### src/rtl/sprite_pkg.sv
// sprite_pkg: shared definitions for the sprite movement and rendering blocks.
//   dir_e      - 3-bit direction state codes used by sprite_mover
//   KEY_*      - PS/2 arrow-key scancodes (KEY_NONE means no key held)
// This package has no ports.

package sprite_pkg;

    typedef enum logic [2:0] {
        DIR_IDLE  = 3'd0,
        DIR_RIGHT = 3'd1,
        DIR_LEFT  = 3'd2,
        DIR_UP    = 3'd3,
        DIR_DOWN  = 3'd4
    } dir_e;

    localparam logic [7:0] KEY_NONE  = 8'h00;
    localparam logic [7:0] KEY_UP    = 8'h75;
    localparam logic [7:0] KEY_DOWN  = 8'h72;
    localparam logic [7:0] KEY_LEFT  = 8'h6B;
    localparam logic [7:0] KEY_RIGHT = 8'h74;

endpackage

### src/rtl/tick_gen.sv
// tick_gen: free-running divider that produces a one-cycle clock-enable pulse
// every DIV clk cycles. The count runs 0..DIV-1 and the pulse is high while
// the count sits at DIV-1, so the first pulse lands on the DIV-th edge
// after reset release.
//   clk   in  system clock
//   rst_n in  asynchronous active-low reset (count returns to 0)
//   tick  out one-cycle enable pulse

module tick_gen #(
    parameter int DIV = 1000000
) (
    input  logic clk,
    input  logic rst_n,
    output logic tick
);

    localparam int CW = (DIV > 1) ? $clog2(DIV) : 1;
    localparam logic [CW-1:0] LAST = CW'(DIV - 1);

    logic [CW-1:0] count;

    always_ff @(posedge clk or negedge rst_n) begin
        if (!rst_n) begin
            count <= '0;
        end else if (count == LAST) begin
            count <= '0;
        end else begin
            count <= count + CW'(1);
        end
    end

    assign tick = (count == LAST);

endmodule

### src/rtl/sprite_mover.sv
// sprite_mover: keyboard-driven sprite position controller.
// Arrow-key scancodes drive a direction FSM; on each movement tick the (x, y)
// position steps in the registered direction and is clamped to the inclusive
// rectangle [X_MIN..X_MAX] x [Y_MIN..Y_MAX]. Nothing ever wraps.
//   clk      in  system clock (single clock domain)
//   rst_n    in  asynchronous active-low reset
//   keycode  in  current PS/2 scancode, level; 8'h00 = no key
//   x_pos    out registered x position
//   y_pos    out registered y position
//   state    out registered direction state (dir_e code)
//   moving   out high whenever state is not IDLE
//   hit_wall out one-cycle pulse after a tick whose step was clamped
// Build option: define SPRITE_MOVER_ACCEL_EN to let the step grow by one per
// tick held in a direction, saturating at SPEED_MAX. Without it the step is
// the constant SPEED.

module sprite_mover
    import sprite_pkg::*;
#(
    parameter int POS_W     = 10,
    parameter int SPEED     = 4,
    parameter int SPEED_MAX = 12,
    parameter int TICK_DIV  = 1000000,
    parameter int X_MIN     = 0,
    parameter int X_MAX     = 639,
    parameter int Y_MIN     = 0,
    parameter int Y_MAX     = 479,
    parameter int X_INIT    = 50,
    parameter int Y_INIT    = 50
) (
    input  logic             clk,
    input  logic             rst_n,
    input  logic [7:0]       keycode,
    output logic [POS_W-1:0] x_pos,
    output logic [POS_W-1:0] y_pos,
    output logic [2:0]       state,
    output logic             moving,
    output logic             hit_wall
);

    localparam logic [2:0] S_IDLE  = DIR_IDLE;
    localparam logic [2:0] S_RIGHT = DIR_RIGHT;
    localparam logic [2:0] S_LEFT  = DIR_LEFT;
    localparam logic [2:0] S_UP    = DIR_UP;
    localparam logic [2:0] S_DOWN  = DIR_DOWN;

    // Bounds widened by one bit so sums and differences never wrap.
    localparam logic [POS_W:0]   X_LO  = (POS_W+1)'(X_MIN);
    localparam logic [POS_W:0]   X_HI  = (POS_W+1)'(X_MAX);
    localparam logic [POS_W:0]   Y_LO  = (POS_W+1)'(Y_MIN);
    localparam logic [POS_W:0]   Y_HI  = (POS_W+1)'(Y_MAX);
    localparam logic [POS_W-1:0] X_RST = POS_W'(X_INIT);
    localparam logic [POS_W-1:0] Y_RST = POS_W'(Y_INIT);

    // The step field is sized for the larger of base and ceiling so the
    // ceiling can never be truncated below the base step.
    localparam int STEP_TOP = (SPEED_MAX > SPEED) ? SPEED_MAX : SPEED;
    localparam int STEP_W   = $clog2(STEP_TOP + 1);
    localparam logic [STEP_W-1:0] STEP_BASE = STEP_W'(SPEED);

    logic             tick;
    logic [2:0]       state_next;
    logic [STEP_W-1:0] step;
    logic [POS_W:0]   step_ext;
    logic [POS_W:0]   axis_res;
    logic [POS_W-1:0] x_next;
    logic [POS_W-1:0] y_next;
    logic             clamped;

    tick_gen #(.DIV(TICK_DIV)) u_tick (
        .clk  (clk),
        .rst_n(rst_n),
        .tick (tick)
    );

    // Increasing step; result is {clamped, new_position}.
    function automatic logic [POS_W:0] step_up(input logic [POS_W-1:0] pos,
                                               input logic [POS_W:0]   amt,
                                               input logic [POS_W:0]   hi);
        logic [POS_W:0] sum;
        sum = {1'b0, pos} + amt;
        if (sum > hi) step_up = {1'b1, hi[POS_W-1:0]};
        else          step_up = {1'b0, sum[POS_W-1:0]};
    endfunction

    // Decreasing step; compares against lo+amt so the subtraction never underflows.
    function automatic logic [POS_W:0] step_down(input logic [POS_W-1:0] pos,
                                                 input logic [POS_W:0]   amt,
                                                 input logic [POS_W:0]   lo);
        logic [POS_W:0] diff;
        diff = {1'b0, pos} - amt;
        if ({1'b0, pos} < lo + amt) step_down = {1'b1, lo[POS_W-1:0]};
        else                        step_down = {1'b0, diff[POS_W-1:0]};
    endfunction

    // Direction FSM: a direction is only reachable from IDLE, so switching
    // keys always passes through one IDLE cycle. Unused codes fall to IDLE.
    always_comb begin
        state_next = S_IDLE;
        case (state)
            S_IDLE: begin
                case (keycode)
                    KEY_RIGHT: state_next = S_RIGHT;
                    KEY_LEFT:  state_next = S_LEFT;
                    KEY_UP:    state_next = S_UP;
                    KEY_DOWN:  state_next = S_DOWN;
                    default:   state_next = S_IDLE;
                endcase
            end
            S_RIGHT: if (keycode == KEY_RIGHT) state_next = S_RIGHT;
            S_LEFT:  if (keycode == KEY_LEFT)  state_next = S_LEFT;
            S_UP:    if (keycode == KEY_UP)    state_next = S_UP;
            S_DOWN:  if (keycode == KEY_DOWN)  state_next = S_DOWN;
            default: state_next = S_IDLE;
        endcase
    end

    always_ff @(posedge clk or negedge rst_n) begin
        if (!rst_n) state <= S_IDLE;
        else        state <= state_next;
    end

    assign moving = (state != S_IDLE);

`ifdef SPRITE_MOVER_ACCEL_EN
    // Step restarts from the base value whenever the FSM idles, and grows by
    // one on every tick spent in a direction until it reaches the ceiling.
    always_ff @(posedge clk or negedge rst_n) begin
        if (!rst_n) begin
            step <= STEP_BASE;
        end else if (state == S_IDLE) begin
            step <= STEP_BASE;
        end else if (tick && (step < STEP_W'(SPEED_MAX))) begin
            step <= step + STEP_W'(1);
        end
    end
`else
    // Fixed step: no register, just the base speed.
    assign step = STEP_BASE;
`endif

    assign step_ext = (POS_W+1)'(step);

    // Candidate position for this cycle, computed from the registered state
    // so a key change landing on a tick edge still moves the old way.
    always_comb begin
        axis_res = '0;
        x_next   = x_pos;
        y_next   = y_pos;
        clamped  = 1'b0;
        case (state)
            S_RIGHT: begin
                axis_res = step_up(x_pos, step_ext, X_HI);
                x_next   = axis_res[POS_W-1:0];
                clamped  = axis_res[POS_W];
            end
            S_LEFT: begin
                axis_res = step_down(x_pos, step_ext, X_LO);
                x_next   = axis_res[POS_W-1:0];
                clamped  = axis_res[POS_W];
            end
            S_UP: begin
                axis_res = step_up(y_pos, step_ext, Y_HI);
                y_next   = axis_res[POS_W-1:0];
                clamped  = axis_res[POS_W];
            end
            S_DOWN: begin
                axis_res = step_down(y_pos, step_ext, Y_LO);
                y_next   = axis_res[POS_W-1:0];
                clamped  = axis_res[POS_W];
            end
            default: ;
        endcase
    end

    // Position commits only on ticks; hit_wall is a single-cycle pulse
    // raised by a clamped tick and dropped on the following edge.
    always_ff @(posedge clk or negedge rst_n) begin
        if (!rst_n) begin
            x_pos    <= X_RST;
            y_pos    <= Y_RST;
            hit_wall <= 1'b0;
        end else begin
            hit_wall <= tick & clamped;
            if (tick) begin
                x_pos <= x_next;
                y_pos <= y_next;
            end
        end
    end

endmodule

### config.mk
export PLATFORM = sky130hd
export DESIGN_NAME = sprite_mover
export DESIGN_NICKNAME = d
export VERILOG_FILES = /design/src/rtl/sprite_pkg.sv /design/src/rtl/tick_gen.sv /design/src/rtl/sprite_mover.sv
export SDC_FILE = /design/constraint.sdc
export NUM_CORES = 1
export LEC_CHECK = 0
export BUFFER_PORTS_ARGS = -buffer_cell sky130_fd_sc_hd__buf_2
export CELL_PAD_IN_SITES_DETAIL_PLACEMENT = 1
export CELL_PAD_IN_SITES_GLOBAL_PLACEMENT = 2
export CORE_ASPECT_RATIO = 1.75
export CORE_MARGIN = 3
export CORE_UTILIZATION = 32
export CTS_CLUSTER_SIZE = 16
export DETAILED_ROUTE_END_ITERATION = 8
export GPL_ROUTABILITY_DRIVEN = 0
export PLACE_DENSITY = 0.74
export REMOVE_ABC_BUFFERS = 1
export SETUP_SLACK_MARGIN = 0.05
export SLEW_MARGIN = 20
export SYNTH_ARGS = -nofsm -noshare
export SYNTH_HDL_FRONTEND = slang
export SYNTH_SLANG_ARGS = --single-unit
### constraint.sdc
create_clock -name clk -period 2.2 [get_ports clk]
set_clock_uncertainty 0.05 [all_clocks]
set_input_delay 0.55 -clock clk [delete_from_list [all_inputs] [get_ports clk]]
set_output_delay 0.55 -clock clk [all_outputs]
set_load 0.1 [all_outputs]
* Word level (Yosys, flattened, before mapping)
Index checks and enable logic that the tools add are counted.
Storage, ports and cells: register bits after elaboration 44, output and inout bits 25, bits of input ports 10
Cells by class: add/sub/neg operators 5, reduce and logical (&&, ||, !) cells 6, bitwise operators 1, equal/unequal tests 9, order comparisons 4, muxes and demuxes 14
Operator list (number):
- 2-to-1 mux 11 bit | 4
- one-hot mux 10 bit (2 select lines) | 2
- equality test 8 x 7 -> 1 bit (second input constant) | 4
- adder 10 x 3 -> 11 bit (second input constant) | 2
- adder 20 x 1 -> 20 bit (second input constant) | 1
- equality test 20 bit (second input constant) | 1
- less-than comparator 10 x 3 -> 1 bit (second input constant) | 2
- 2-to-1 mux 20 bit | 1
- subtractor 10 x 3 -> 10 bit (second input constant) | 2
- one-hot mux 3 bit (5 select lines) | 1
- one-hot mux 3 bit (4 select lines) | 1
- > comparator 11 x 10 -> 1 bit (second input constant) | 1
- > comparator 11 x 9 -> 1 bit (second input constant) | 1
- equality test 3 x 2 -> 1 bit (second input constant) | 2
- 2-to-1 mux 2 bit | 2
- one-hot mux 1 bit (4 select lines) | 1
- AND reduction 2 bit | 2
- nonzero test 2 bit | 2
- equality test 3 x 1 -> 1 bit (second input constant) | 1
- equality test 3 bit (second input constant) | 1
- logical NOT 3 bit | 1
- 2-to-1 mux 3 bit | 1
- nonzero test 3 bit | 1
- AND 1 bit | 1
- 2-to-1 mux 1 bit | 1

* Longest topological paths before layout
Gate-level depths: netlist (run 1).
depth after elaboration 5, depth in mapped cells 9

* Hierarchy
From an unflattened synthesis (run 1), not the netlist that was laid out.
Unflattened totals: cells, all modules 332, area, all modules 2910.3 sq um
Modules (own cells, without submodules):
- sprite_mover | instances 1, area each 1864.3 sq um, cells an instance 235, sequential area each 608.1 sq um
- tick_gen | instances 1, area each 1046.0 sq um, cells an instance 97, sequential area each 500.5 sq um

* Worst setup path before layout (run 1)
OpenSTA, ideal clock, no wires.
path kind reg-to-reg, start point register y_pos[2], end point register y_pos[5], buffers on the path 1, stages on the path, launching flop included 10, slack -0.723 ns, data required time 2.067 ns, setup time 0.083 ns, arrival 2.789 ns, cell sequence dfrtp_1 > inv_1 > ha_1 > nor3b_1 > nand4_1 > a221oi_1 > nand2b_1 > buf_2 > nor3_1 > a221o_1
Between the ends: longest elaborated chain between the ends 4
RTL lines:
- start, declared | RTL line sprite_mover.sv:35 | output logic [POS_W-1:0] y_pos,
- start signal, assigned | RTL line sprite_mover.sv:187 | y_pos <= y_next;
- adder 10 x 3 -> 11 bit | RTL line sprite_mover.sv:81 | sum = {1'b0, pos} + amt;
- > comparator 11 x 9 -> 1 bit | RTL line sprite_mover.sv:82 | if (sum > hi) step_up = {1'b1, hi[POS_W-1:0]};
- 2-to-1 mux 11 bit | RTL line sprite_mover.sv:82
- one-hot mux 10 bit (2 select lines) (*) | RTL line sprite_mover.sv:151 | case (state)
Every way passes the cells marked *; elsewhere a longest branch is shown, timed or not. A chain may end at the register's enable or synchronous reset.

* Final worst setup path (run 1)
start point register u_tick.count[15], end point register x_pos[6]
Between the ends: longest elaborated chain between the ends 2
RTL lines:
- start, declared | RTL line tick_gen.sv:20 | logic [CW-1:0] count;
- start signal, assigned | RTL line tick_gen.sv:28 | count <= count + CW'(1);
- equality test 20 bit | RTL line tick_gen.sv:32 | assign tick = (count == LAST);
- AND reduction 2 bit (no line)
- end signal, assigned | RTL line sprite_mover.sv:186 | x_pos <= x_next;
- end, declared | RTL line sprite_mover.sv:34 | output logic [POS_W-1:0] x_pos,
No other way between the ends.

==> summary.md, run 1 <==
| Metric | Value |
|---|---|
| Die width | `77.9 µm` |
| First-pass GRT wire length | `15.6 mm` |
| Worst vdd ir | `0.259 mV` |
| Switching Share | `0.216` |
| Synth Register Bits | `44` |
| Post-DRT Antenna Nets | `0` |
| Max Fclk | `0.460 GHz` |
| Crit-path max FO | `5` |
| Via count | `2,924` |
| Clock share of power | `0.510` |
| Register area share after synthesis | `0.383` |
| Rel. slew slack | `0.559` |
| Maxcap violations | `0` |
| Setup TNS | `0 ns` |
| Via density | `5.38` |
| Htree depth | `2` |
| FF-to-FF path depth | `6` |
| FF-to-FF Start | `u_tick.count[15]` |
| Final Hold Vio Count | `0` |
| WS Path Type | `reg -> reg` |
| WL/cell | `17.6 µm` |
| DP HPWL | `7.14 mm` |
| CTS Buf Count | `5` |
| Final wirelength | `9.60 mm` |
| Die H | `132 µm` |
| Total gr overflow | `0` |
| Final net count | `443` |
| GRT Total Usage | `0.189` |
| Clock Latency Late Sink | `0.29 ns` |
| Power share of the combinational group | `0.023` |
| TritonCTS clock tree | `built` |
| Pleak | `1.86 nW` |
| Root buffer cell | `clkbuf_16` |
| Min Clock Period, post-route | `2.17 ns` |
| Antenna cells | `0` |
| Layout cells sized above 1 | `0.363` |
| Tcrit/Tclk final | `0.988` |
| Startpoint types | `flip-flop` |
| YS warnings | `0` |
| Unrepaired setup endpoints after global routing | `yes` |
| Post-Syn Area | `2890 µm²` |
| # IOs | `35` |
| Rows | `45` |
| Sequential share of power | `0.467` |
| Initial core utilization | `0.331` |
| Detailed Routing Iterations Pass 1 | `4` |
| Die area | `10,300 µm²` |
| Hold_buf cts | `0` |
| Synth Area per Inst | `8.58 µm²` |
| End of the worst register-to-register path | `x_pos[6]` |
| Reg2Reg Setup Slack | `0.03 ns` |
| Synth cell types | `62` |
| Initial antenna violation count | `0` |
| Crit path DAT | `2.32 ns` |
| Clock-pin slew on the worst setup and hold paths | `0.07 ns` |
| DRC Markers | `0` |
| Clock tree buffer depth | `2` |
| Vias in the first global route | `3,112` |
| P_int | `1.36 mW` |
| Post-synth EDFFs | `0` |
| Largest net degree at the start of global routing | `45` |
| Area grow syn2layout | `37.7%` |
| Crit. End Element | `flip-flop` |
| Max-slew violations | `0` |
| Slew @ Worst Pin | `0.655 ns` |
| Status | `completed` |
| Worst hold path class | `in -> async` |
| Cell count after synthesis | `337` |
| Post-placement cell area | `3540 µm²` |
| # setup viols final | `0` |
| Final Power | `1.73 mW` |
| Synth Flop Type | `dfrtp_1` |
| CTS Sinks | `44` |
| Fin area | `3980 µm²` |
| Async SR Flop Fraction | `1.00` |
| CORE AREA | `8730 µm²` |
| Net Switching | `374 µW` |
| Initial drt markers | `90` |
| I/O Buffers | `34` |
| Critical Path RT | `2.34 ns` |
| Power per cell area | `436 nW/µm²` |
[layout make-up]
| class | instances | area, µm² |
|---|---|---|
| Clock buffer | 5 | 125 |
| Clock inverter | 3 | 47.5 |
| Fill cell | 1032 | 4740 |
| Inverter | 14 | 55.1 |
| Multi-Input combinational cell | 263 | 1830 |
| Sequential cell | 44 | 1110 |
| Tap cell | 117 | 146 |
| Timing Repair Buffer | 98 | 672 |
[worst max-delay path: stages, from the launching register on]
cell and delay, ns:
dfrtp_1 0.38, or4b_4 0.55, nor4_4 0.19, nand2_2 0.14, or3_4 0.40, a211o_1 0.30, o311ai_2 0.08
[power by group through the flow]
| stage | clock network (mW) | logic, mW | registers [mW] |
|---|---|---|---|
| finish | 0.885 | 0.0404 | 0.810 |
| global route | 0.944 | 0.0464 | 0.809 |
| CTS | 0.908 | 0.0422 | 0.809 |
| detailed placement | 0 | 0.0422 | 0.825 |
| global placement | 0 | 0.0413 | 0.825 |
| floorplan | 0 | 0.00823 | 0.827 |
[placed cells by master, fill, tap and decap left out, drive strengths merged, types with 3 or more instances in the layout]
cell	count
o31ai	3
nor3	11
xnor2	11
a21oi	24
buf	97
or3	3
xor2	10
nand2	41
inv	14
nor3b	4
mux2i	4
nand4	11
nand2b	3
nor2	26
a221oi	4
nor4	4
o21ai	19
a31oi	5
dfrtp	38
and2	5
ha	7
clkbuf	6
and3	11
dfstp	6
nand3	19
[cell families (layout without fill, tap and decap cells)]
logic type | count (synthesis) | count (layout) | share of synthesized area
xor gates and xnor gates | 21 | 21 | 0.0636
muxes | 4 | 4 | 0.0138
AOI/OAI and AO/OA | 81 | 81 | 0.188
and+or+nand+nor | 149 | 150 | 0.276
DFF | 44 | 44 | 0.383
adders and majority gates | 7 | 7 | 0.0303
buffers and inverters | 31 | 120 | 0.0450
[per-layer routing]
metal,vias to the layer above,part of all wire,GRT usage
li1,1404,-,-
met1,1464,0.37,0.203
met2,37,0.58,0.363
met3,19,0.019,0.0253
met4,0,0.028,0.0723
met5,-,0,0
[flip-flops by register name (all words and copies together), names as in the netlist]
register      count
y_pos            10
x_pos            10
u_tick.count     20
state             3
hit_wall          1
[repair_timing]
action | in CTS | in global routing
endpoints found under the setup margin | 9 | 19
pin swaps | 2 | 14
gates resized for setup | 9 | 34
gates cloned | 1 | 0
setup buffers | 2 | 8
[stage by stage]
step	setup WS, ns	std cells	hold WS, ns	utilization
final	0.0273	544	0.289	0.456
after global routing	-0.0473	544	0.341	0.456
after CTS	0.00596	536	0.318	0.433
after detailed placement	-0.0283	525	0.415	0.406
after global placement	-0.0383	525	0.416	0.406
after floorplan	-0.872	320	0.204	-
[worst max-delay path by stage]
stage | start | to
floorplan | state[1] | x_pos[5]
global placement | x_pos[3] | x_pos[7]
detailed placement | y_pos[4] | y_pos[2]
CTS | y_pos[4] | y_pos[2]
global route | u_tick.count[15] | x_pos[6]
finish | u_tick.count[15] | x_pos[6]
[synthesized netlist by cell type, types with 6 or more instances]
library cell / count / area [µm²]
ha_1: 7 / 87.6
nand2_1: 40 / 150
nand3_1: 19 / 95.1
dfrtp_1: 38 / 951
nand4_1: 11 / 68.8
and3_1: 11 / 68.8
xnor2_1: 11 / 96.3
nor3_1: 9 / 45.0
o21ai_0: 16 / 80.1
clkbuf_1: 11 / 41.3
a21oi_1: 24 / 120
dfstp_2: 6 / 158
xor2_1: 10 / 87.6
inv_1: 14 / 52.6
nor2_1: 26 / 97.6
(Power assumes the default switching activity.)
==> run 2: changes to the inputs <==
--- a/config.mk
+++ b/config.mk
@@ -5,10 +5,11 @@
 export SDC_FILE = /design/constraint.sdc
 export NUM_CORES = 1
 export LEC_CHECK = 0
+export ABC_CLOCK_PERIOD_IN_PS = 2200
 export BUFFER_PORTS_ARGS = -buffer_cell sky130_fd_sc_hd__buf_2
 export CELL_PAD_IN_SITES_DETAIL_PLACEMENT = 1
 export CELL_PAD_IN_SITES_GLOBAL_PLACEMENT = 2
-export CORE_ASPECT_RATIO = 1.75
+export CORE_ASPECT_RATIO = 1.25
 export CORE_MARGIN = 3
 export CORE_UTILIZATION = 32
 export CTS_CLUSTER_SIZE = 16
==> summary.md, run 2 (synthesized netlist as in run 1, its figures left out) <==
| Metric | Value |
|---|---|
| Hold_buf cts | `0 (unchanged)` |
| I/O Buffers | `34 (unchanged)` |
| Worst vdd ir | `0.225 mV (-13%)` |
| CORE AREA | `8750 µm² (+0.24%)` |
| Crit path DAT | `2.29 ns (-0.03 ns)` |
| Antenna cells | `0 (unchanged)` |
| Clock tree buffer depth | `2 (unchanged)` |
| Slew @ Worst Pin | `0.595 ns (-0.0603 ns)` |
| Vias in the first global route | `3,012 (-3.2%)` |
| Most frequent cells in the layout | `55 x buf_4, 40 x nand2_1, 36 x dfrtp_1, 31 x buf_2, 24 x nor2_1` |
| CTS Buf Count | `5 (unchanged)` |
| Fillers | `1,078 (+4.5%)` |
| Commonest non-fill, non-tap cell in the layout | `buf_4` |
| DP HPWL | `6.76 mm (-5.3%)` |
| Initial drt markers | `86 (-4.4%)` |
| Max Fclk | `0.470 GHz (+2.1%)` |
| Detailed Routing Iterations Pass 1 | `4 (unchanged)` |
| Max reg flops | `20 (unchanged)` |
| Setup crit start | `y_pos[4]` |
| Die H | `112 µm (-15%)` |
| Largest net degree at the start of global routing | `45 (unchanged)` |
| # setup viols final | `0 (unchanged)` |
| Crit. End Element | `flip-flop` |
| Largest registers | `u_tick.count x20, x_pos x10, y_pos x10` |
| Die width | `91.0 µm (+17%)` |
| Setup WS post-layout | `0.0722 ns (+0.0448 ns)` |
| WS Path Type | `reg -> reg` |
| Initial antenna violation count | `0 (unchanged)` |
| Pleak | `1.80 nW (-3.5%)` |
| Pre-CTS setup slack | `-0.134 ns (-0.106 ns)` |
| Unrepaired setup endpoints after global routing | `yes` |
| Die area | `10,200 µm² (-0.37%)` |
| Critical Path RT | `2.37 ns (+0.03 ns)` |
| TritonCTS clock tree | `built` |
| First-pass GRT wire length | `15.1 mm (-3.2%)` |
| Crit-path max FO | `8 (+3)` |
| Clock-pin slew on the worst setup and hold paths | `0.10 ns (+0.03 ns)` |
| Via density | `5.31 (-1.2%)` |
| Startpoint types | `flip-flop` |
| Final Power | `1.39 mW (-20%)` |
| Tcrit/Tclk final | `0.967 (-0.0204)` |
| WL/cell | `16.9 µm (-4.5%)` |
| Final wirelength | `9.14 mm (-4.8%)` |
| Layout cells sized above 1 | `0.344 (-0.0194)` |
| DRC Markers | `0 (unchanged)` |
| Final net count | `438 (-1.1%)` |
| Final Hold Vio Count | `0 (unchanged)` |
| Area grow syn2layout | `33.0%` |
| Rows | `38 (-16%)` |
| FF-to-FF Start | `y_pos[4]` |
| Min Clock Period, post-route | `2.13 ns (-0.0448 ns)` |
| Post-DRT Antenna Nets | `0 (unchanged)` |
| Htree depth | `2 (unchanged)` |
| Worst path cell trace | `nand3_1, or3_4, a221oi_4, nand2b_4, buf_6, nor2_4, o31ai_2` |
| Clock Latency Late Sink | `0.31 ns (+0.02 ns)` |
| Maxcap violations | `0 (unchanged)` |
| Via count | `2,878 (-1.6%)` |
| GRT Total Usage | `0.182 (-0.00752)` |
| Total gr overflow | `0 (unchanged)` |
| # IOs | `35 (unchanged)` |
| Status | `completed` |
| Initial core utilization | `0.331 (-0.000806)` |
| CTS Sinks | `44 (unchanged)` |
| Rel. slew slack | `0.603 (+0.0442)` |
| Worst path slowest cell | `dfstp_2` |
| Root buffer cell | `clkbuf_8` |
| Power per cell area | `360 nW/µm² (-17%)` |
| Max-slew violations | `0 (unchanged)` |
| Largest register by flop count | `u_tick.count` |
| Worst hold path class | `in -> async` |
| Delay of the slowest cell on the worst path | `0.63 ns (+0.08 ns)` |
==> run 2: cell types whose count changed in the layout (fill, tap and decap cells not counted), moves of 3 or more <==
| cell | change |
|---|---|
| clkbuf_8 | +5 |
| o21ai_2 | -3 |
| buf_4 | -4 |
| clkbuf_16 | -5 |
==> run 2: final timing paths <==
kind	end	slack, ns	cells after the start
setup / recovery	y_pos[3]	0.07	7
hold / removal	u_tick.count[9]	0.28	2
setup reg to reg	y_pos[3]	0.07	7
hold reg to reg	u_tick.count[19]	0.44	1
max in group asynchronous	x_pos[3]	1.39	2
min in group clk	u_tick.count[19]	0.44	1
==> run 2: through the flow <==
step / hold slack (ns) / TNS (ns) / util / cell area [µm²] / std cells
after floorplan: 0.204 / -13.04 / - / 2820 / 320
after global placement: 0.414 / -0.286 / 0.401 / 3510 / 523
after detailed placement: 0.425 / -0.386 / 0.401 / 3510 / 523
after CTS: 0.302 / 0 / 0.413 / 3620 / 531
after global routing: 0.320 / -0.0295 / 0.440 / 3850 / 542
final: 0.280 / 0 / 0.440 / 3850 / 542
==> run 2: timing repair <==
item	4_1_cts	5_1_grt
cloned	0	1
buffers inserted	0	10
setup endpoints to repair	13	20
pin swaps	0	10
gates resized for setup	6	34
==> run 2: area by class of cell <==
type                            count  area, µm²  area share
Timing Repair Buffer               93        641       0.166
Sequential cell                    44       1110       0.289
Clock buffer                        6       72.6      0.0189
Clock inverter                      2       12.5     0.00325
Multi-Input combinational cell    263       1810       0.470
Inverter                           14       52.6      0.0137
Tap cell                          120        150      0.0390
==> run 2: where the power goes <==
group / switching, mW / total (mW) / internal, mW
Clock: 0.314 / 0.537 / 0.223
Combinational: 0.0294 / 0.0404 / 0.0110
Sequential: 0.000141 / 0.809 / 0.809
==> run 2: critical path: cells and delay by family, from the launching register on <==
kind | cells | cell delay, ns
AND/OR/NAND/NOR | 4 | 0.72
flip-flops | 1 | 0.63
AO/OA/AOI/OAI | 2 | 0.51
buffers and inverters | 1 | 0.13
==> run 2: per-layer routing <==
metal  wire length (µm)  global-route usage
met1               3840               0.222
met2               5020               0.333
met3                155              0.0228
met4                114              0.0543
met5                  0                   0
==> run 3: changes to the inputs <==
--- a/config.mk
+++ b/config.mk
@@ -16,6 +16,7 @@
 export DETAILED_ROUTE_END_ITERATION = 8
 export GPL_ROUTABILITY_DRIVEN = 0
 export PLACE_DENSITY = 0.74
+export RECOVER_POWER = 100
 export REMOVE_ABC_BUFFERS = 1
 export SETUP_SLACK_MARGIN = 0.05
 export SLEW_MARGIN = 20
==> summary.md, run 3 (synthesized netlist as in run 1, its figures left out) <==
| Metric | Value |
|---|---|
| Post-placement cell area | `3510 µm² (unchanged)` |
| Antenna cells | `0 (unchanged)` |
| Worst path cell trace | `nand3_1, or3_4, a221oi_4, nand2b_4, buf_6, nor2_4, o31ai_2` |
| Rows | `38 (unchanged)` |
| Rel. slew slack | `0.233 (-0.371)` |
| Startpoint types | `flip-flop` |
| Total gr overflow | `0 (unchanged)` |
| Area grow syn2layout | `32.4%` |
| Vias in the first global route | `3,012 (unchanged)` |
| FF-to-FF path depth | `7 (unchanged)` |
| Die width | `91.0 µm (unchanged)` |
| Status | `completed` |
| Crit. End Element | `flip-flop` |
| Die area | `10,200 µm² (unchanged)` |
| Max Fclk | `0.470 GHz (about the same)` |
| DRC Markers | `0 (unchanged)` |
| Layout cells sized above 1 | `0.334 (-0.00948)` |
| Final net count | `438 (unchanged)` |
| Largest net degree at the start of global routing | `45 (unchanged)` |
| Clock Latency Late Sink | `0.30 ns (about the same)` |
| Setup crit start | `y_pos[4]` |
| # IOs | `35 (unchanged)` |
| Setup TNS | `0 ns (unchanged)` |
| FF-to-FF Start | `y_pos[4]` |
| Detailed Routing Iterations Pass 1 | `4 (unchanged)` |
| TritonCTS clock tree | `built` |
| Max-slew violations | `0 (unchanged)` |
| Worst hold path class | `reg -> reg` |
| CTS Buf Count | `5 (unchanged)` |
| Worst vdd ir | `0.224 mV (-0.49%)` |
| Hold_buf cts | `0 (unchanged)` |
| Clock tree buffer depth | `2 (unchanged)` |
| Most frequent cells in the layout | `49 x buf_4, 40 x nand2_1, 36 x dfrtp_1, 24 x nor2_1` |
| Delay of the slowest cell on the worst path | `0.63 ns (about the same)` |
| Slew @ Worst Pin | `1.15 ns (+0.556 ns)` |
| Critical Path RT | `2.36 ns (about the same)` |
| CTS Sinks | `44 (unchanged)` |
| Crit path DAT | `2.29 ns (about the same)` |
| Pleak | `1.76 nW (-2.1%)` |
| End of the worst register-to-register path | `y_pos[3]` |
| Commonest non-fill, non-tap cell in the layout | `buf_4` |
| Htree depth | `2 (unchanged)` |
| First-pass GRT wire length | `15.1 mm (unchanged)` |
| I/O Buffers | `34 (unchanged)` |
| Power per cell area | `362 nW/µm² (+0.41%)` |
| DP HPWL | `6.76 mm (unchanged)` |
| Initial core utilization | `0.331 (unchanged)` |
| Via count | `2,873 (-0.17%)` |
| # setup viols final | `0 (unchanged)` |
| Min Clock Period, post-route | `2.13 ns (-0.000168 ns)` |
| GRT Total Usage | `0.182 (unchanged)` |
| Tcrit/Tclk final | `0.967 (about the same)` |
| Fillers | `1,081 (+0.28%)` |
| Clock-pin slew on the worst setup and hold paths | `0.10 ns (about the same)` |
| Initial antenna violation count | `0 (unchanged)` |
| Largest register by flop count | `u_tick.count` |
| Root buffer cell | `clkbuf_8` |
| Initial drt markers | `79 (-8.1%)` |
| CORE AREA | `8750 µm² (unchanged)` |
| Final wirelength | `9.12 mm (-0.21%)` |
| Max reg flops | `20 (unchanged)` |
| Reg2Reg Setup Slack | `0.07 ns (about the same)` |
| WS Path Type | `reg -> reg` |
| Post-DRT Antenna Nets | `0 (unchanged)` |
| Worst path slowest cell | `dfstp_2` |
| Fin area | `3830 µm² (-0.46%)` |
| Largest registers | `u_tick.count x20, x_pos x10, y_pos x10` |
| Final Hold Vio Count | `0 (unchanged)` |
| Via density | `5.30 (-0.17%)` |
| Maxcap violations | `0 (unchanged)` |
| Die H | `112 µm (unchanged)` |
| WL/cell | `16.8 µm (-0.21%)` |
| Unrepaired setup endpoints after global routing | `yes` |
| Crit-path max FO | `8 (unchanged)` |
| Worst Setup EP | `y_pos[3]` |
| HP Start | `u_tick.count[19]` |
[run 3: changes by cell type in the layout (fill, tap and decap cells not counted)]
cell	before	now
clkbuf_2	0	22
buf_2	31	10
buf_4	55	49
clkbuf_1	1	5
and2_0	0	1
and2_1	5	4
clkbuf_4	2	3
[run 3: area by class of cell]
| type | instances | area [µm²] | area share |
|---|---|---|---|
| Sequential cell | 44 | 1110 | 0.290 |
| Clock buffer | 6 | 72.6 | 0.0189 |
| Clock inverter | 2 | 12.5 | 0.00327 |
| Inverter | 14 | 52.6 | 0.0137 |
| Timing Repair Buffer | 93 | 623 | 0.163 |
| Multi-Input combinational cell | 263 | 1810 | 0.472 |
| Tap cell | 120 | 150 | 0.0392 |
[run 3: worst max-delay path, delay by kind of cell (launching register included)]
family	cells	cell delay (ns)
AND/OR/NAND/NOR	4	0.72
flip-flops	1	0.63
AO/OA/AOI/OAI	2	0.51
buffers and inverters	1	0.13
[run 3: worst min-delay path by stage]
stage	endpoint	slack, ns	cells after the start
floorplan	hit_wall	0.20	0
global placement	u_tick.count[4]	0.41	1
detailed placement	u_tick.count[19]	0.43	1
CTS	u_tick.count[7]	0.30	2
global route	state[1]	0.46	2
finish	u_tick.count[19]	0.44	1
[run 3: metal layers]
layer,global-route usage,vias to the layer above,share of wire
met5,0,-,0
met1,0.222,1440,0.42
met3,0.0228,6,0.017
met2,0.333,32,0.55
li1,-,1395,-
met4,0.0543,0,0.013
[run 3: timing repair]
item,CTS,global route
endpoints found under the hold margin,0,0
gates resized for setup,6,34
pin swaps,0,10
gates cloned,0,1
setup endpoints to repair,13,20
setup buffers,0,10
[run 3: power by group]
group | switching (mW) | internal, mW
Sequential | 0.000144 | 0.809
Clock | 0.314 | 0.223
Combinational | 0.0293 | 0.0104
[run 3: per-stage QoR]
| stage | util | hold WS, ns | power, mW | setup WS (ns) | cells |
|---|---|---|---|---|---|
| 2_1_floorplan | - | 0.204 | 0.836 | -0.872 | 320 |
| 3_3_place_gp | 0.401 | 0.414 | 0.866 | -0.0795 | 523 |
| 3_5_place_dp | 0.401 | 0.425 | 0.867 | -0.134 | 523 |
| 4_1_cts | 0.413 | 0.302 | 1.40 | 0.00755 | 531 |
| 5_1_grt | 0.438 | 0.462 | 1.45 | -0.0166 | 542 |
| 6_report | 0.438 | 0.437 | 1.39 | 0.0723 | 542 |
